<file path="src/rtl/mvu_pe_popcount_seq_pkg.sv">
// ---------------------------------------------------------------------------
// mvu_pe_popcount_seq_pkg
// Shared definitions for the binary-PE popcount sequencer.
//   mvu_pc_state_t : sequencer FSM states
//   calc*          : constant helpers deriving fold counts and widths from the
//                    matrix / SIMD / PE geometry
// ---------------------------------------------------------------------------
package mvu_pe_popcount_seq_pkg;

    // IDLE  : no partial sum and no pending output
    // ACCUM : partial sum held, somewhere inside a synapse fold sequence
    // OUT   : finished vector presented downstream
    typedef enum logic [1:0] {
        IDLE  = 2'd0,
        ACCUM = 2'd1,
        OUT   = 2'd2
    } mvu_pc_state_t;

    // Number of synapse folds per output vector
    function automatic int calcSf(input int matrixW, input int simd);
        return matrixW / simd;
    endfunction

    // Number of neuron folds per full matrix
    function automatic int calcNf(input int matrixH, input int pe);
        return matrixH / pe;
    endfunction

    // Width of one lane popcount (range 0..SIMD)
    function automatic int calcCntW(input int simd);
        return $clog2(simd + 1);
    endfunction

    // Accumulator/result width: unsigned 0..MatrixW plus one bit so the
    // bipolar result -MatrixW..+MatrixW fits as a signed value
    function automatic int calcAccW(input int matrixW);
        return $clog2(matrixW + 1) + 1;
    endfunction

    // Counter width for a modulus n, never below one bit
    function automatic int calcCntrW(input int n);
        int w;
        w = $clog2(n);
        return (w < 1) ? 1 : w;
    endfunction

endpackage

</file>
<file path="src/rtl/mvu_pe_popcount_seq_if.sv">
// ---------------------------------------------------------------------------
// mvu_pe_popcount_seq_if
// Beat input, weight address and result output of the popcount sequencer.
//   in_v / in_rdy / in_pc       : popcount beat handshake, lane p at [p*CNT_W +: CNT_W]
//   wmem_addr                   : weight address of the next beat to be accepted
//   out_v / out_rdy / out_acc   : result handshake, lane p at [p*ACC_W +: ACC_W]
// Modports: master drives beats and out_rdy, slave is the sequencer.
// ---------------------------------------------------------------------------
interface mvu_pe_popcount_seq_if
    import mvu_pe_popcount_seq_pkg::*;
#(
    parameter int SIMD    = 2,
    parameter int PE      = 2,
    parameter int MatrixW = 20,
    parameter int MatrixH = 20
) ();

    localparam int CNT_W = calcCntW(SIMD);
    localparam int ACC_W = calcAccW(MatrixW);
    localparam int SF    = calcSf(MatrixW, SIMD);
    localparam int NF    = calcNf(MatrixH, PE);
    localparam int AW    = calcCntrW(SF * NF);

    logic                  in_v;
    logic                  in_rdy;
    logic [PE*CNT_W-1:0]   in_pc;
    logic [AW-1:0]         wmem_addr;
    logic                  out_v;
    logic                  out_rdy;
    logic [PE*ACC_W-1:0]   out_acc;

    modport master (
        output in_v, in_pc, out_rdy,
        input  in_rdy, wmem_addr, out_v, out_acc
    );

    modport slave (
        input  in_v, in_pc, out_rdy,
        output in_rdy, wmem_addr, out_v, out_acc
    );

endinterface

</file>
<file path="src/rtl/mvu_pe_popcount_seq_acc.sv">
// ---------------------------------------------------------------------------
// mvu_pe_popcount_acc
// One PE lane: accumulates lane popcounts across synapse folds and latches the
// finished (optionally bipolar) result.
//   clk, rst  : clock, asynchronous active-high reset
//   i_accept  : a beat is consumed this cycle
//   i_first   : the beat is fold 0, so the old partial sum is dropped
//   i_last    : the beat is the final fold, so the result register reloads
//   i_pc      : lane popcount of this beat
//   o_acc     : latched result (signed when BIPOLAR)
// ---------------------------------------------------------------------------
module mvu_pe_popcount_acc #(
    parameter int CNT_W   = 2,
    parameter int ACC_W   = 6,
    parameter int MatrixW = 20,
    parameter int BIPOLAR = 1
) (
    input  logic             clk,
    input  logic             rst,
    input  logic             i_accept,
    input  logic             i_first,
    input  logic             i_last,
    input  logic [CNT_W-1:0] i_pc,
    output logic [ACC_W-1:0] o_acc
);

    localparam logic [ACC_W-1:0] MW_C = ACC_W'(MatrixW);

    logic [ACC_W-1:0] r_acc;
    logic [ACC_W-1:0] r_out;
    logic [ACC_W-1:0] w_sum;
    logic [ACC_W-1:0] w_result;

    // The bipolar mapping 2*acc - MatrixW is done modulo 2^ACC_W; the true
    // result range fits the signed ACC_W range, so the wrap is exact.
    always_comb begin
        w_sum    = (i_first ? '0 : r_acc) + ACC_W'(i_pc);
        w_result = w_sum;
        if (BIPOLAR != 0) begin
            w_result = (w_sum << 1) - MW_C;
        end
    end

    always_ff @(posedge clk or posedge rst) begin
        if (rst) begin
            r_acc <= '0;
            r_out <= '0;
        end else if (i_accept) begin
            r_acc <= w_sum;
            if (i_last) begin
                r_out <= w_result;
            end
        end
    end

    assign o_acc = r_out;

endmodule

</file>
<file path="src/rtl/mvu_pe_popcount_seq.sv">
// ---------------------------------------------------------------------------
// mvu_pe_popcount_seq
// Sequencer/accumulator for the binary PE datapath of the MVAU. Consumes one
// popcount per lane per beat, accumulates SF folds and emits one result vector
// per neuron fold while generating the weight-memory address.
//   clk, rst : clock, asynchronous active-high reset
//   io_bus   : slave side of mvu_pe_popcount_seq_if (beats in, results out)
// ---------------------------------------------------------------------------
module mvu_pe_popcount_seq
    import mvu_pe_popcount_seq_pkg::*;
#(
    parameter int SIMD    = 2,
    parameter int PE      = 2,
    parameter int MatrixW = 20,
    parameter int MatrixH = 20,
    parameter int BIPOLAR = 1
) (
    input  logic                  clk,
    input  logic                  rst,
    mvu_pe_popcount_seq_if.slave  io_bus
);

    localparam int CNT_W = calcCntW(SIMD);
    localparam int ACC_W = calcAccW(MatrixW);
    localparam int SF    = calcSf(MatrixW, SIMD);
    localparam int NF    = calcNf(MatrixH, PE);
    localparam int AW    = calcCntrW(SF * NF);
    localparam int SF_W  = calcCntrW(SF);
    localparam int NF_W  = calcCntrW(NF);

    localparam logic [SF_W-1:0] SF_LAST   = SF_W'(SF - 1);
    localparam logic [NF_W-1:0] NF_LAST   = NF_W'(NF - 1);
    localparam logic [AW-1:0]   ADDR_LAST = AW'(SF * NF - 1);

    if ((MatrixW % SIMD) != 0) begin : g_badMatrixW
        $error("mvu_pe_popcount_seq: MatrixW must be a multiple of SIMD");
    end
    if ((MatrixH % PE) != 0) begin : g_badMatrixH
        $error("mvu_pe_popcount_seq: MatrixH must be a multiple of PE");
    end

    mvu_pc_state_t       r_state;
    mvu_pc_state_t       w_stateNext;
    logic [SF_W-1:0]     r_sf;
    logic [NF_W-1:0]     r_nf;
    logic [AW-1:0]       r_addr;
    logic                w_inRdy;
    logic                w_accept;
    logic                w_first;
    logic                w_last;
    logic [PE*CNT_W-1:0] w_inPc;
    logic [PE*ACC_W-1:0] w_outAcc;

    // While a result is pending, a new beat may only enter when that result
    // leaves in the same cycle; this keeps the output register from being
    // overwritten and lets back-to-back vectors stream without a bubble.
    assign w_inRdy  = (r_state == OUT) ? io_bus.out_rdy : 1'b1;
    assign w_accept = io_bus.in_v && w_inRdy;
    assign w_first  = (r_sf == '0);
    assign w_last   = (r_sf == SF_LAST);
    assign w_inPc   = io_bus.in_pc;

    always_ff @(posedge clk or posedge rst) begin
        if (rst) begin
            r_state <= IDLE;
        end else begin
            r_state <= w_stateNext;
        end
    end

    // Next state: a final-fold accept always lands in OUT (including the
    // SF==1 case from OUT itself); leaving OUT needs out_rdy.
    always_comb begin
        w_stateNext = r_state;
        case (r_state)
            IDLE, ACCUM: begin
                if (w_accept) begin
                    w_stateNext = w_last ? OUT : ACCUM;
                end
            end
            OUT: begin
                if (io_bus.out_rdy) begin
                    if (w_accept) begin
                        w_stateNext = w_last ? OUT : ACCUM;
                    end else begin
                        w_stateNext = IDLE;
                    end
                end
            end
            default: w_stateNext = IDLE;
        endcase
    end

    // Fold counters and weight address. The address runs nf*SF+sf in order,
    // so it is kept as its own wrapping counter rather than recomputed.
    always_ff @(posedge clk or posedge rst) begin
        if (rst) begin
            r_sf   <= '0;
            r_nf   <= '0;
            r_addr <= '0;
        end else if (w_accept) begin
            if (w_last) begin
                r_sf <= '0;
                r_nf <= (r_nf == NF_LAST) ? '0 : r_nf + 1'b1;
            end else begin
                r_sf <= r_sf + 1'b1;
            end
            r_addr <= (r_addr == ADDR_LAST) ? '0 : r_addr + 1'b1;
        end
    end

    for (genvar p = 0; p < PE; p++) begin : g_lane
        mvu_pe_popcount_acc #(
            .CNT_W   (CNT_W),
            .ACC_W   (ACC_W),
            .MatrixW (MatrixW),
            .BIPOLAR (BIPOLAR)
        ) u_acc (
            .clk      (clk),
            .rst      (rst),
            .i_accept (w_accept),
            .i_first  (w_first),
            .i_last   (w_last),
            .i_pc     (w_inPc[p*CNT_W +: CNT_W]),
            .o_acc    (w_outAcc[p*ACC_W +: ACC_W])
        );
    end

    assign io_bus.in_rdy    = w_inRdy;
    assign io_bus.wmem_addr = r_addr;
    assign io_bus.out_v     = (r_state == OUT);
    assign io_bus.out_acc   = w_outAcc;

endmodule

</file>
<file path="src/flat_wrapper.sv">
// flat-port wrapper written by rule: the top's interface ports become plain ports
module mvu_pe_popcount_seq_flat import mvu_pe_popcount_seq_pkg::*;
#(
    parameter int SIMD    = 2,
    parameter int PE      = 2,
    parameter int MatrixW = 20,
    parameter int MatrixH = 20,
    parameter int BIPOLAR = 1
)
  (clk, rst, io_bus_in_v, io_bus_in_pc, io_bus_out_rdy, io_bus_in_rdy, io_bus_wmem_addr, io_bus_out_v, io_bus_out_acc);
  mvu_pe_popcount_seq_if #(.SIMD(SIMD), .PE(PE), .MatrixW(MatrixW), .MatrixH(MatrixH)) io_bus_i ();
  input  logic clk;
  input  logic rst;
  input wire logic [$bits(io_bus_i.in_v)-1:0] io_bus_in_v;
  input wire logic [$bits(io_bus_i.in_pc)-1:0] io_bus_in_pc;
  input wire logic [$bits(io_bus_i.out_rdy)-1:0] io_bus_out_rdy;
  output wire logic [$bits(io_bus_i.in_rdy)-1:0] io_bus_in_rdy;
  output wire logic [$bits(io_bus_i.wmem_addr)-1:0] io_bus_wmem_addr;
  output wire logic [$bits(io_bus_i.out_v)-1:0] io_bus_out_v;
  output wire logic [$bits(io_bus_i.out_acc)-1:0] io_bus_out_acc;
  assign io_bus_i.in_v = io_bus_in_v;
  assign io_bus_i.in_pc = io_bus_in_pc;
  assign io_bus_i.out_rdy = io_bus_out_rdy;
  assign io_bus_in_rdy = io_bus_i.in_rdy;
  assign io_bus_wmem_addr = io_bus_i.wmem_addr;
  assign io_bus_out_v = io_bus_i.out_v;
  assign io_bus_out_acc = io_bus_i.out_acc;
  mvu_pe_popcount_seq #(.SIMD(SIMD), .PE(PE), .MatrixW(MatrixW), .MatrixH(MatrixH), .BIPOLAR(BIPOLAR)) u_core (.clk(clk), .rst(rst), .io_bus(io_bus_i));
endmodule
</file>
<file path="config.mk">
export PLATFORM = sky130hd
export DESIGN_NAME = mvu_pe_popcount_seq_flat
export DESIGN_NICKNAME = d
export VERILOG_FILES = /design/src/rtl/mvu_pe_popcount_seq_pkg.sv /design/src/rtl/mvu_pe_popcount_seq_if.sv /design/src/rtl/mvu_pe_popcount_seq_acc.sv /design/src/rtl/mvu_pe_popcount_seq.sv /design/src/flat_wrapper.sv
export SDC_FILE = /design/constraint.sdc
export NUM_CORES = 1
export LEC_CHECK = 0
export BUFFER_PORTS_ARGS = -buffer_cell sky130_fd_sc_hd__buf_2
export CAP_MARGIN = 20
export CORE_MARGIN = 3
export CORE_UTILIZATION = 30
export DETAILED_ROUTE_END_ITERATION = 6
export MAX_ROUTING_LAYER = met4
export PLACE_DENSITY = 0.55
export SLEW_MARGIN = 10
export SYNTH_ARGS = -nofsm -noshare
export SYNTH_HDL_FRONTEND = slang
export SYNTH_HIERARCHICAL = 1
export SYNTH_SLANG_ARGS = --single-unit
</file>
<file path="constraint.sdc">
create_clock -name clk -period 3.39 [get_ports clk]
set_input_delay 0.678 -clock clk [delete_from_list [all_inputs] [get_ports clk]]
set_output_delay 0.678 -clock clk [all_outputs]
set_load 0.02 [all_outputs]
</file>
# Yosys cells after proc, flatten, opt, wreduce, memory -nomap -nowiden

Cells that the tools add are included.

Bits in registers: 37
Input port bits: 8
Output and inout bits: 21

Add/sub/neg operators: 6
Eq/ne operators: 6
Muxes and demuxes: 10
Reduce and logical (&&, ||, !) cells: 6

Operator list:

| operator                                                           | count |
|---|---|
| 6-bit by 2-bit adder with 6-bit output                             | 2 |
| 6-bit 2-to-1 mux                                                   | 2 |
| 6-bit by 5-bit subtractor with 6-bit output, second input constant | 2 |
| 2-bit 2-to-1 mux                                                   | 4 |
| 7-bit by 1-bit adder with 7-bit output, second input constant      | 1 |
| 7-bit == test, second input constant                               | 1 |
| 7-bit 2-to-1 mux                                                   | 1 |
| 4-bit by 1-bit adder with 4-bit output, second input constant      | 1 |
| 4-bit == test, second input constant                               | 1 |
| 4-bit logical NOT                                                  | 1 |
| 4-bit 2-to-1 mux                                                   | 1 |
| 2-bit != test, second input constant                               | 2 |
| 2-bit case mux with 2 select lines                                 | 1 |
| 2-bit AND reduction                                                | 2 |
| 2-bit by 1-bit == test with 1-bit output, second input constant    | 1 |
| 2-bit == test, second input constant                               | 1 |
| 2-bit logical NOT                                                  | 1 |
| 2-bit OR reduction                                                 | 1 |
| 1-bit logical AND                                                  | 1 |
| 1-bit 2-to-1 mux                                                   | 1 |

# Logic depth before layout (Yosys ltp)

Gate-level depths: netlist (run 1).

Depth in word-level cells: 6
Depth in mapped cells: 10

# Cells and area by module

The synthesis (run 1) kept the hierarchy.

By module, submodules not included:

| module              | instances | cells an instance | area an instance (um^2) | sequential area each (um^2) |
|---|---|---|---|---|
| mvu_pe_popcount_acc | 2         | 62                | 608.1                   | 250.2 |
| mvu_pe_popcount_seq | 1         | 69                | 700.7                   | 325.3 |

# Worst setup path before layout (run 1)

OpenSTA, ideal clock, no wires.

Path kind: register -> register
From: register u_core.r_sf[0]
To: register u_core.g_lane[0].u_acc.r_out[4]
Setup time: 69 ps
Data arrival time: 2,536 ps
Path slack: 786 ps
Stages on the path, launching flop included: 11
Buffers on the path: 1
Cell sequence: dfrtp_1 nor4_1 clkbuf_1 nor2b_1 ha_1 fa_1 xnor2_1 ha_1 inv_1 a2111o_1 nand3_1

Cells in the longest elaborated chain, start to end: 4
Elaborated cells between the ends (all ways): 6
Classes of those cells: add/sub (2); eq/ne (1); mux (1); reduce/logical (2)

Ends and longest elaborated chain:

| what                                        | line                          | RTL |
|---|---|---|
| start, declared                             | mvu_pe_popcount_seq.sv:44     | `logic [SF_W-1:0] r_sf;` |
| start signal, assigned                      | mvu_pe_popcount_seq.sv:106    | `r_sf <= r_sf + 1'b1;` |
| 4-bit logical NOT                           | mvu_pe_popcount_seq.sv:59     | `assign w_first = (r_sf == '0);` |
| net u_core.w_first                          | mvu_pe_popcount_seq.sv:49     | `logic w_first;` |
| 6-bit 2-to-1 mux                            | mvu_pe_popcount_seq_acc.sv:37 | `w_sum = (i_first ? '0 : r_acc) + ACC_W'(i_pc);` |
| 6-bit by 2-bit adder with 6-bit output      | mvu_pe_popcount_seq_acc.sv:37 |  |
| 6-bit by 5-bit subtractor with 6-bit output | mvu_pe_popcount_seq_acc.sv:40 | `w_result = (w_sum << 1) - MW_C;` |
| end signal, assigned                        | mvu_pe_popcount_seq_acc.sv:51 | `r_out <= w_result;` |
| end, declared                               | mvu_pe_popcount_seq_acc.sv:30 | `logic [ACC_W-1:0] r_out;` |

The timed path passes the listed nets, and every way through them passes these cells.
A chain may end at the register's enable or synchronous reset.

# Worst setup path in the final report (run 1)

Same ends and word-level chain as after synthesis.

==> results by stage, run 1 <==
Synth:
- The synthesized-area fraction occupied by ao, oa, aoi and oai cells was 0.129.
- The largest total area in the synthesized netlist belongs to sky130_fd_sc_hd__dfrtp_1.
- The xor/xnor share of the synthesized area is 0.0228.
- The synthesized netlist net count is 210.
- The area share of the largest cell type after synthesis is 0.431.
- In this run the mean area of a mapped cell was 9.93 um2.
- Yosys mapped the design onto 41 distinct sky130hd cell types.
- After synthesis, the cell types taking the most area are sky130_fd_sc_hd__dfrtp_1 (43%), sky130_fd_sc_hd__mux2_2 (8.8%), sky130_fd_sc_hd__ha_1 (4.6%).
- Of the total synthesized cell area, the portion taken by full adders, half adders and majority gates is 0.0666.
- The synthesized instance count is 193.
- The cell area that synthesis handed to floorplanning was 0.00192 mm2.
- By area, the combinational part of the netlist is dominated by simple AND/OR/NAND/NOR gates.
- The share of the yosys chip area belonging to registers is 0.431.
- The synthesized design contains 33 register bits.
- During synthesis, Yosys emitted a total of 6 warnings.
- The mux contribution to synthesized area is 0.0881.
- Of the total synthesized cell area, the portion taken by AND, OR, NAND and NOR gates is 0.210.

Timing:
- Counting I/O delays and the setup requirement, the final critical path takes 2.77 ns.
- Adding up every negative setup slack in the final design gives 0 ns.
- The worst slew margin relative to its limit is 0.651.
- The number of endpoints with negative hold slack in the final report is 0.
- Setup violations remaining at the end of the flow were counted as 0.
- Across all setup checks in the final design, the least slack found is 0.624 ns.
- Dividing the final minimum period by the clock period gives 0.816.
- At the pin with the least slew margin, the transition time is 0.523 ns.
- Between clock sinks in the finished design, the worst skew comes to 0.00905 ns.
- The number of max-slew violations in the final report is 0.
- Static timing analysis puts the maximum clock frequency at 361 MHz.
- Setup repair after global routing left no endpoint under its margin.

Power and ir drop:
- The maximum vdd ir drop is 356 uV.
- In this run the static leakage power is 0.980 nW.
- The power per standard cell area is 959 mW/mm2.
- Power comes to 0.00211 W.

CTS:
- The clock passes through at most 2 buffers.
- The clock net in this run drives a total of 33 sinks.
- The quantity of hold-fixing buffers added after cts is 0.
- The TritonCTS clock tree is done.
- The root buffer cell chosen for the clock tree is sky130_fd_sc_hd__clkbuf_8.
- Clock latency on the worst-skew pair, taken at its later pin, is 0.28 ns.
- The number of levels the H-tree was split into is 2.
- The TritonCTS buffer count is 5.
- Buffers added to address setup during post-CTS repair amount to 0.
- The clock-pin slew reported for the worst setup and hold paths after clock tree synthesis is 0.07 ns.
- The number of gates resized after CTS was 0.

Global route:
- Entering global routing, the biggest net connects 22 pins.
- The via count of the first global-routing pass is 1347.
- The combined global-route utilization of all metal layers is 0.116.
- The number of antenna violations at the first check in global routing came to 0.
- The first-pass GRT wire length is 6640 um.
- For this run the aggregate overflow at the end of global routing stands at 0.

Layout:
- After the last flow step, the layout net total stands at 236.
- The number of diodes added for antenna fixing is 0.
- The area growth from synthesis to layout is 14.6%.
- The fraction of layout cells with a size suffix above 1 is 0.268.
- After routing the design area is 0.00220 mm2.

Worst setup path:
- In this run the critical register-to-register path is captured at u_core/g_lane[0].u_acc/o_acc[4]$_DFFE_PP0P_.
- For the worst flop-to-flop path, the logic depth is 10.
- The setup check on the worst reg-to-reg path leaves a slack of 0.62 ns.
- The beginning of the worst register-to-register path is u_core/r_sf[0]$_DFFE_PP0N_.
- The worst setup path is launched from a flip-flop.
- The class of the most critical setup path is reg -> reg.
- In this run the worst path has a maximum fanout of 18.
- At the worst endpoint, the required time is 3.60 ns.
- The critical path endpoint category is a flip-flop.
- Data arrives at the worst endpoint at 2.98 ns.

Routing:
- Once detail routing completed, the nets flagged for antenna violations numbered 0.
- The routed via count is 1443.
- The detailed router finished its first iteration with 41 violations.
- The DRC violation count after routing is 0.
- The per-cell routed wire length is 12.8 um.
- The number of vias per cell after detailed routing is 4.89.
- The number of detailed-routing iterations run before antenna repair is 4.
- After detailed routing, the total wire length is 3780 um.

Die:
- From left edge to right edge, the die measures 85.9 um.
- The die is 85.9 um tall.
- The area of the die is 0.00738 mm2.
- After floorplanning, the core was divided into 28 placement rows.
- During I/O placement, the number of pins put on the boundary was 29.
- The effective utilization at floorplan is 0.316.
- The core region is 0.00606 mm2.

Place:
- The congestion estimate from routability-driven global placement came to 0.790.
- Summing all placed instances gives a cell area of 0.00212 mm2.
- Summed over all nets, the half-perimeter wirelength after detailed placement is 2730 um.
- The number of buffer cells added on primary ports is 26.
- The pre-CTS setup slack is 0.618 ns.

Status:
- The flow ran to the end, and the final reports show no timing, DRC or antenna violations.

Hold path:
- In this run the worst hold path is classified as in -> async.

Run:
- Across the run, the number of max-cap violations was 0.
==> how the worst max path moves through the flow <==
stage / cells after the start / slack (ns) / end / startpoint
after floorplan: 10 / 0.79 / u_core/g_lane[0].u_acc/o_acc[4]$_DFFE_PP0P_ / u_core/r_sf[0]$_DFFE_PP0N_
after global placement: 10 / 0.67 / u_core/g_lane[0].u_acc/o_acc[4]$_DFFE_PP0P_ / u_core/r_sf[0]$_DFFE_PP0N_
after detailed placement: 10 / 0.62 / u_core/g_lane[0].u_acc/o_acc[4]$_DFFE_PP0P_ / u_core/r_sf[0]$_DFFE_PP0N_
after CTS: 10 / 0.60 / u_core/g_lane[0].u_acc/o_acc[4]$_DFFE_PP0P_ / u_core/r_sf[0]$_DFFE_PP0N_
after global routing: 10 / 0.42 / u_core/g_lane[0].u_acc/o_acc[4]$_DFFE_PP0P_ / u_core/r_sf[1]$_DFFE_PP0N_
final: 10 / 0.62 / u_core/g_lane[0].u_acc/o_acc[4]$_DFFE_PP0P_ / u_core/r_sf[0]$_DFFE_PP0N_
==> registers in the layout, indices dropped and copies added, names as in the netlist <==
register,flops
u_core/g_lane.u_acc/o_acc,10
u_core/g_lane.u_acc/r_acc,10
u_core/r_sf,4
u_core/r_state,2
u_core/io_bus.wmem_addr,7
==> area by class of cell <==
| class | instances | area (um2) |
|---|---|---|
| inverters | 14 | 57.6 |
| flip-flops and latches | 33 | 826 |
| clock buffers | 8 | 80.1 |
| well taps | 75 | 93.8 |
| multi-input cells | 138 | 1000 |
| fillers | 612 | 3860 |
| repair buffers | 27 | 138 |
==> routing by layer <==
layer | share of wire | global-route usage | vias up
li1 | - | - | 723
met1 | 0.49 | 0.155 | 679
met2 | 0.43 | 0.166 | 36
met3 | 0.060 | 0.0375 | 5
met4 | 0.015 | 0.0388 | 0
met5 | 0 | - | -
==> kinds of logic (layout without fill, tap and decap cells) <==
group / after synthesis / in the layout
simple gates: 69 / 69
compound gates: 38 / 38
flops: 33 / 33
buf+inv: 22 / 49
mux: 15 / 15
fa+ha+maj: 9 / 9
xor+xnor: 5 / 5
other cells: 2 / 2
==> power by group <==
group | total (W) | internal, W | switching [W]
combinational | 0.00106 | 0.000475 | 0.000585
sequential | 0.000761 | 0.000581 | 0.000180
clock | 0.000285 | 0.000146 | 0.000139
==> cell usage in the layout (no fill, tap or decap), types with 2 or more instances in the layout <==
cell	n
sky130_fd_sc_hd__dfrtp_1	33
sky130_fd_sc_hd__or3_4	2
sky130_fd_sc_hd__inv_1	11
sky130_fd_sc_hd__a21oi_1	15
sky130_fd_sc_hd__clkbuf_1	3
sky130_fd_sc_hd__nand2b_1	2
sky130_fd_sc_hd__nand3_1	13
sky130_fd_sc_hd__nand2_1	16
sky130_fd_sc_hd__xnor2_1	5
sky130_fd_sc_hd__o21ai_0	10
sky130_fd_sc_hd__nor2b_1	10
sky130_fd_sc_hd__a221oi_1	2
sky130_fd_sc_hd__fa_1	2
sky130_fd_sc_hd__nand4b_1	2
sky130_fd_sc_hd__nand3_2	2
sky130_fd_sc_hd__mux2_2	15
sky130_fd_sc_hd__a211o_1	2
sky130_fd_sc_hd__clkbuf_8	5
sky130_fd_sc_hd__nor2_1	11
sky130_fd_sc_hd__ha_1	7
sky130_fd_sc_hd__a2111o_1	2
sky130_fd_sc_hd__buf_2	26
sky130_fd_sc_hd__conb_1	2
sky130_fd_sc_hd__inv_2	2
sky130_fd_sc_hd__nor3b_1	2
==> critical path, cell delays in order (launching register included) <==
cell                       delay [ns]
sky130_fd_sc_hd__dfrtp_1         0.45
sky130_fd_sc_hd__nor4_2          0.28
sky130_fd_sc_hd__buf_4           0.26
sky130_fd_sc_hd__nor2b_1         0.07
sky130_fd_sc_hd__ha_1            0.20
sky130_fd_sc_hd__fa_1            0.44
sky130_fd_sc_hd__xnor2_1         0.27
sky130_fd_sc_hd__ha_1            0.24
sky130_fd_sc_hd__inv_1           0.05
sky130_fd_sc_hd__a2111o_1        0.34
sky130_fd_sc_hd__nand3_1         0.07
==> stage by stage <==
| stage | hold slack, ns | utilization | instances |
|---|---|---|---|
| floorplan | 0.473 | - | 193 |
| global placement | 0.460 | 0.349 | 287 |
| detailed placement | 0.465 | 0.349 | 287 |
| CTS | 0.406 | 0.363 | 295 |
| global route | 0.433 | 0.363 | 295 |
| finish | 0.393 | 0.363 | 295 |
==> synthesized netlist by cell type <==
library cell	instances
sky130_fd_sc_hd__nor4_1	1
sky130_fd_sc_hd__nand3_2	2
sky130_fd_sc_hd__nor3b_1	2
sky130_fd_sc_hd__or3_1	1
sky130_fd_sc_hd__conb_1	2
sky130_fd_sc_hd__inv_6	1
sky130_fd_sc_hd__and4bb_2	1
sky130_fd_sc_hd__a31oi_1	1
sky130_fd_sc_hd__o21ai_1	1
sky130_fd_sc_hd__xnor2_1	5
sky130_fd_sc_hd__nand4_1	1
sky130_fd_sc_hd__clkbuf_1	6
sky130_fd_sc_hd__inv_2	2
sky130_fd_sc_hd__a21oi_1	15
sky130_fd_sc_hd__nand2_8	1
sky130_fd_sc_hd__ha_1	7
sky130_fd_sc_hd__nand4b_1	2
sky130_fd_sc_hd__a2111o_1	2
sky130_fd_sc_hd__nor2b_1	10
sky130_fd_sc_hd__nand3b_1	1
sky130_fd_sc_hd__a31oi_4	1
sky130_fd_sc_hd__nand2_1	16
sky130_fd_sc_hd__mux2_2	15
sky130_fd_sc_hd__a22o_1	1
sky130_fd_sc_hd__and3_1	1
sky130_fd_sc_hd__buf_4	2
sky130_fd_sc_hd__o2bb2ai_1	1
sky130_fd_sc_hd__inv_1	11
sky130_fd_sc_hd__or3b_4	1
sky130_fd_sc_hd__dfrtp_1	33
sky130_fd_sc_hd__o21ai_0	10
sky130_fd_sc_hd__nor2_1	11
sky130_fd_sc_hd__o22ai_1	1
sky130_fd_sc_hd__nand2b_1	2
sky130_fd_sc_hd__or3_4	2
sky130_fd_sc_hd__nand3_1	13
sky130_fd_sc_hd__nor4b_1	1
sky130_fd_sc_hd__o211ai_1	1
sky130_fd_sc_hd__a221oi_1	2
sky130_fd_sc_hd__fa_1	2
sky130_fd_sc_hd__a211o_1	2
Power figures use the tool's default switching activity.
==> inputs of run 2 (changes only) <==
Clock period 3.39 ns to 2.6 ns, I/O delays scaled along.
==> run 2 against run 1 <==
  * Global-route usage decreased by 0.33 points
  * Wire length up 1.9%
  * Via count increased by 2.2%
  * Core utilization is 2.3 points higher
  * Fmax rose by 10%
  * Largest cell class unchanged
  * Highest routed layer unchanged
==> results by stage, run 2 (synthesized netlist as in run 1, its figures left out) <==
Status:
- The flow ran to the end, and the final reports show no timing, DRC or antenna violations.

Routing:
- The number of vias per cell after detailed routing is 4.82.
- After the first detailed-routing iteration, the DRC count stood at 47.
- The routed via count is 1475.
- Summed over all layers, the routed wires come to 3850 um.
- The first TritonRoute pass finished after 4 iterations.
- In this run the remaining antenna-violating nets after routing total 0.
- The per-cell routed wire length is 12.6 um.
- For this run, design rule violations remaining after detail routing come to 0.

Global route:
- In the global route stage, overall resource usage came out at 0.113.
- The number of antenna violations at the first check in global routing is 0.
- Entering global routing, the biggest net connects 22 pins.
- The via count of the first global-routing pass is 1382.
- The first global-routing pass estimated 6500 um of wire.
- The total overflow left after global routing is 0.

CTS:
- At the later pin of the worst-skew pair, clock insertion delay measures 0.28 ns.
- The TritonCTS clock tree is done.
- The number of levels the H-tree was split into is 2.
- In this run, CTS created clock tree buffers numbering 5.
- The number of buffers between clock root and the deepest sink is 2.
- For this design, the CTS-stage hold fixing added 0 buffers.
- Clock-pin slew was measured on the worst setup and hold paths at 0.07 ns.
- The number of clock sinks seen by CTS is 33.
- The CTS root buffer is sky130_fd_sc_hd__clkbuf_8.

Worst setup path:
- The arrival time of the worst setup path is 2.72 ns.
- The critical path endpoint category is a flip-flop.
- The worst-path maximum fanout is 6.
- The cell depth of the worst flop-to-flop path is 11.
- The launching element type of the critical path is a flip-flop.
- The worst setup path is of the reg -> reg kind.
- STA puts the critical path data required time at 2.81 ns.
- The register-to-register setup slack is 0.09 ns.
- The endpoint identified for the worst register-to-register timing path is u_core/g_lane[0].u_acc/o_acc[4]$_DFFE_PP0P_.
- The beginning of the worst register-to-register path is u_core/r_sf[0]$_DFFE_PP0N_.

Timing:
- The share of the clock period used by the worst path is 0.966.
- The number of setup violations in the final report is 0.
- Setup slack on the critical path of the routed design comes to 0.0884 ns.
- The top achievable clock speed is 398 MHz.
- Counting I/O delays and the setup requirement, the final critical path takes 2.51 ns.
- The number of endpoints with negative hold slack in the final report is 0.
- The number of max-slew violations in the final report is 0.
- The slew of the pin with the lowest slew margin is 0.546 ns.
- The worst slew margin relative to its limit is 0.636.
- Clock skew on the completed layout was measured at 0.0104 ns.
- The aggregate negative setup slack is 0 ns.

Die:
- The area of the die is 0.00738 mm2.
- The core region is 0.00606 mm2.
- The floorplan has 28 rows.
- The I/O pin total is 29.
- For this configuration, the core starts out at a cell density of 0.316.
- The die outline height is 85.9 um.
- The die width is 85.9 um.

Place:
- Routability-driven placement finished with a final weighted congestion of 0.761.
- The detailed-placement wirelength estimate is 2810 um.
- Before CTS, the worst setup slack after placement is 0.0767 ns.
- The number of buffer cells added on primary ports is 26.

Power and ir drop:
- For this design the ratio of total power to cell area is 1300 mW/mm2.
- Summing internal, switching and leakage power gives 0.00304 W.
- The maximum vdd ir drop is 587 uV.
- The leakage power figure is 1.06 nW.

Layout:
- After the last flow step, the layout net total stands at 247.
- The number of diodes added for antenna fixing is 0.
- The library cell used most frequently in the layout, excluding fill and tap cells, is sky130_fd_sc_hd__dfrtp_1.
- Counting the fill cells in the layout gives 611.
- From synthesis to final layout, the design area changed by 21.9%.
- The library cells used most frequently in the layout, excluding fill and tap cells, are sky130_fd_sc_hd__dfrtp_1 (33), sky130_fd_sc_hd__buf_2 (26), sky130_fd_sc_hd__nand2_1 (16), sky130_fd_sc_hd__a21oi_1 (15), sky130_fd_sc_hd__mux2_2 (15).
- In the final layout, the share of cells above drive strength 1 is 0.329.

Run:
- The number of maximum-capacitance violations is 0.

Hold path:
- The path class of the lowest-slack min-delay path is in -> async.
[run 2: timing repair]
action	in CTS	in global routing
setup buffers	0	4
endpoints found under the setup margin	0	4
gates resized for setup	0	4
[run 2: area by class of cell]
type / count / area (um2) / area share
repair buffers: 38 / 220 / 0.0942
well taps: 75 / 93.8 / 0.0401
flip-flops and latches: 33 / 826 / 0.353
inverters: 14 / 57.6 / 0.0246
clock buffers: 7 / 86.3 / 0.0369
clock inverters: 1 / 30.0 / 0.0128
multi-input cells: 138 / 1020 / 0.438
[run 2: per-layer routing]
metal,routed length (um),share of wire,global-route usage,vias up
li1,-,-,-,750
met1,1930,0.50,0.143,698
met2,1740,0.45,0.174,23
met3,157,0.041,0.0423,4
met4,25,0.0065,0.0216,0
met5,0,0,-,-
[run 2: metrics by stage]
step | instance area [um2] | utilization | cells | hold WS (ns)
after floorplan | 1920 | - | 193 | 0.360
after global placement | 2170 | 0.358 | 294 | 0.456
after detailed placement | 2170 | 0.358 | 294 | 0.465
after CTS | 2290 | 0.377 | 302 | 0.247
after global routing | 2340 | 0.386 | 306 | 0.262
final | 2340 | 0.386 | 306 | 0.238
[run 2: where the power goes]
| group | internal [W] | switching (W) | leakage, nW |
|---|---|---|---|
| combinational | 0.000738 | 0.000836 | 0.604 |
| sequential | 0.000758 | 0.000202 | 0.398 |
| clock | 0.000313 | 0.000189 | 0.0585 |
| total | 0.00181 | 0.00123 | 1.06 |
[run 2: worst max-delay path by stage]
stage,from,end,cells past startpoint
after global placement,u_core/r_sf[0]$_DFFE_PP0N_,u_core/g_lane[1].u_acc/o_acc[5]$_DFFE_PP0P_,9
after floorplan,u_core/r_sf[0]$_DFFE_PP0N_,u_core/g_lane[0].u_acc/o_acc[4]$_DFFE_PP0P_,10
after CTS,u_core/r_sf[0]$_DFFE_PP0N_,u_core/g_lane[0].u_acc/o_acc[4]$_DFFE_PP0P_,10
after detailed placement,u_core/r_sf[0]$_DFFE_PP0N_,u_core/g_lane[1].u_acc/o_acc[5]$_DFFE_PP0P_,9
after global routing,u_core/r_sf[0]$_DFFE_PP0N_,u_core/g_lane[1].u_acc/o_acc[5]$_DFFE_PP0P_,9
final,u_core/r_sf[0]$_DFFE_PP0N_,u_core/g_lane[0].u_acc/o_acc[4]$_DFFE_PP0P_,11
[run 2: worst max-delay path, cell delays in order, from the launching register on]
cell and delay (ns):
sky130_fd_sc_hd__dfrtp_1 0.39, sky130_fd_sc_hd__nor4_2 0.26, sky130_fd_sc_hd__buf_4 0.18, sky130_fd_sc_hd__nor2b_1 0.05, sky130_fd_sc_hd__ha_1 0.20, sky130_fd_sc_hd__fa_1 0.51
sky130_fd_sc_hd__buf_4 0.17, sky130_fd_sc_hd__inv_1 0.05, sky130_fd_sc_hd__ha_1 0.19, sky130_fd_sc_hd__inv_1 0.05, sky130_fd_sc_hd__a2111o_1 0.34, sky130_fd_sc_hd__nand3_1 0.07
==> inputs of run 3 (changes only) <==
Settings changed: PLACE_DENSITY 0.55 to unset.
==> run 3 against run 2 <==
  * First-iteration DRC count increased by 62%
  * Largest cell class unchanged
  * Worst hold slack better by 0.013 ns
  * Largest power group unchanged
  * Global-route usage up 0.074 points
==> results by stage, run 3 (synthesized netlist as in run 1, its figures left out) <==
Place:
- The pre-CTS setup slack is 0.0658 ns.
- The number of buffer cells added on primary ports is 26.
- The congestion estimate from routability-driven global placement came to 0.806.
- The detailed-placement wirelength estimate is 2820 um.

CTS:
- Clock tree synthesis selected as its root buffer the cell sky130_fd_sc_hd__clkbuf_8.
- Clock-pin slew was measured on the worst setup and hold paths at 0.07 ns.
- The number of hold buffers added after CTS was 0.
- The TritonCTS buffer count is 5.
- The number of buffers between clock root and the deepest sink is 2.
- The clock latency on the worst-skew pair is 0.28 ns.
- Clock tree synthesis found a total of 33 sinks.
- The number of levels the H-tree was split into is 2.
- The TritonCTS clock tree is done.

Worst setup path:
- The largest single stage delay on the critical path is 0.59 ns.
- Of all nets on the critical path, the largest fanout is 6.
- By startpoint and endpoint, the worst setup path is classified as reg -> reg.
- For the worst setup path, the data arrival time is 2.65 ns.
- In this run the worst setup path begins at u_core/r_sf[0]$_DFFE_PP0N_.
- The beginning of the worst register-to-register path is u_core/r_sf[0]$_DFFE_PP0N_.
- The kind of cell with the highest combined delay along the critical path is adder cells.
- The highest-delay cell along the critical path is sky130_fd_sc_hd__fa_2.
- The launching element type of the critical path is a flip-flop.
- Counting both buffers and inverters, the worst setup path holds a total of 1.
- STA classifies the critical path endpoint as a flip-flop.
- Traced cell by cell, the critical path runs through nor4_2 > buf_4 > nor2b_1 > ha_1 > fa_2 > o21ai_0 > a221oi_2 > a211o_1 > nand3_1.
- At the worst endpoint, the required time is 2.76 ns.

Routing:
- For this block, the initial DRC count from the detailed router was 76.
- The final antenna-violating net count is 0.
- The per-cell routed wire length is 12.7 um.
- The DRC violation count after routing is 0.
- For this run, the detailed router's first-pass iteration total came to 4.
- The total length of routed wires is 3810 um.
- The routed via count is 1476.
- In the routed layout, each cell is associated on average with a via count of 4.92.

Die:
- The die is 85.9 um tall.
- The effective utilization at floorplan is 0.316.
- The die is 85.9 um wide.
- The floorplan step defined a die boundary enclosing 0.00738 mm2.
- The region available for standard cell placement spans 0.00606 mm2.
- The number of placement rows is 28.
- The I/O pin total is 29.

Global route:
- In the global route stage, overall resource usage came out at 0.114.
- The first-pass GRT wire length is 6420 um.
- The total global routing overflow is 0.
- The number of antenna violations at the first check in global routing was 0.
- The via count of the first global-routing pass was 1381.
- Entering global routing, the biggest net connects 22 pins.

Power and ir drop:
- Overall power consumption after layout is estimated at 0.00287 W.
- For this design the static power due to leakage is 1.01 nW.
- For this design the ratio of total power to cell area is 1270 mW/mm2.
- VDD sags by at most 588 uV.

Layout:
- The area added between synthesis and finish is 18.0%.
- The area taken by multi-input logic gates is 0.00102 mm2.
- The library cell used most frequently in the layout, excluding fill and tap cells, is sky130_fd_sc_hd__dfrtp_1.
- In the layout the commonest cells are sky130_fd_sc_hd__dfrtp_1 (33), sky130_fd_sc_hd__buf_2 (26), sky130_fd_sc_hd__nand2_1 (16), sky130_fd_sc_hd__a21oi_1 (15), sky130_fd_sc_hd__mux2_2 (15).
- The filler cell count in the final layout is 612.
- Summing all flip-flop and latch instances after layout gives 826 um2.
- 0 antenna diodes ended up in the layout.
- The number of nets in the layout is 243.
- In the final layout, the share of cells above drive strength 1 is 0.316.

Timing:
- The final critical-path required period is 2.48 ns.
- The aggregate negative setup slack is 0 ns.
- The number of endpoints with negative hold slack in the final report is 0.
- The number of max-slew violations in the final report is 0.
- On the final layout, the worst clock skew is 0.00860 ns.
- Final hold analysis gives a worst-case slack of 0.252 ns.
- The worst path meets setup with 0.117 ns of slack.
- Setup violations remaining at the end of the flow were counted as 0.
- The slew of the pin with the lowest slew margin is 0.513 ns.
- Headroom to the max-slew limit came out at 0.658.
- In the finished design, the share of the clock period the worst path needs comes to 0.955.
- The top achievable clock speed is 403 MHz.
- Setup repair after global routing could not meet its margin everywhere.

Run:
- The number of maximum-capacitance violations is 0.

Status:
- The run finished with clean final reports.

Hold path:
- The worst hold path belongs to the class in -> async.
==> run 3: area by class of cell <==
| cell class | count | area share |
|---|---|---|
| clock buffer | 5 | 0.0304 |
| clock inverter | 1 | 0.00221 |
| inverter | 14 | 0.0255 |
| multi-input combinational | 138 | 0.451 |
| sequential | 33 | 0.365 |
| tap | 75 | 0.0415 |
| timing repair buffer | 34 | 0.0841 |
==> run 3: path summary, 6_finish.rpt <==
kind | endpoint | slack (ns) | depth (start not counted)
worst max-delay path | u_core/g_lane[1].u_acc/o_acc[5]$_DFFE_PP0P_ | 0.12 | 9
worst min-delay path | u_core/g_lane[1].u_acc/o_acc[3]$_DFFE_PP0P_ | 0.25 | 2
worst max register to register | u_core/g_lane[1].u_acc/o_acc[5]$_DFFE_PP0P_ | 0.12 | 9
worst min register to register | u_core/g_lane[1].u_acc/o_acc[2]$_DFFE_PP0P_ | 0.47 | 2
max in group asynchronous | u_core/io_bus.wmem_addr[6]$_DFFE_PP0N_ | 1.96 | 2
min in group clk | u_core/g_lane[1].u_acc/o_acc[2]$_DFFE_PP0P_ | 0.47 | 2
==> run 3: power breakdown <==
| part | internal, W | switching (W) | leakage, nW | total [W] |
|---|---|---|---|---|
| Sequential | 0.000758 | 0.000209 | 0.398 | 0.000968 |
| Combinational | 0.000727 | 0.000833 | 0.576 | 0.00156 |
| Clock | 0.000176 | 0.000171 | 0.0399 | 0.000347 |
| Total | 0.00166 | 0.00121 | 1.01 | 0.00287 |
==> run 3: routing by layer <==
layer  up-vias  wire length [um]  global-route usage  part of all wire
met2        24              1800               0.176              0.47
li1        738                 -                   -                 -
met4         0                58              0.0489             0.015
met1       708              1790               0.138              0.47
met5         -                 0                   -                 0
met3         6               161              0.0336             0.042
==> run 3: timing repair <==
action | CTS | global route
setup buffers | 0 | 1
setup endpoints to repair | 0 | 4
resized for setup | 0 | 4
hold endpoints to repair | 0 | 0
==> run 3: stage by stage <==
stage / area (um2) / utilization / std cells
6_report: 2260 / 0.373 / 300
5_1_grt: 2260 / 0.373 / 300
4_1_cts: 2240 / 0.369 / 299
3_5_place_dp: 2160 / 0.357 / 293
3_3_place_gp: 2160 / 0.357 / 293
2_1_floorplan: 1920 / - / 193
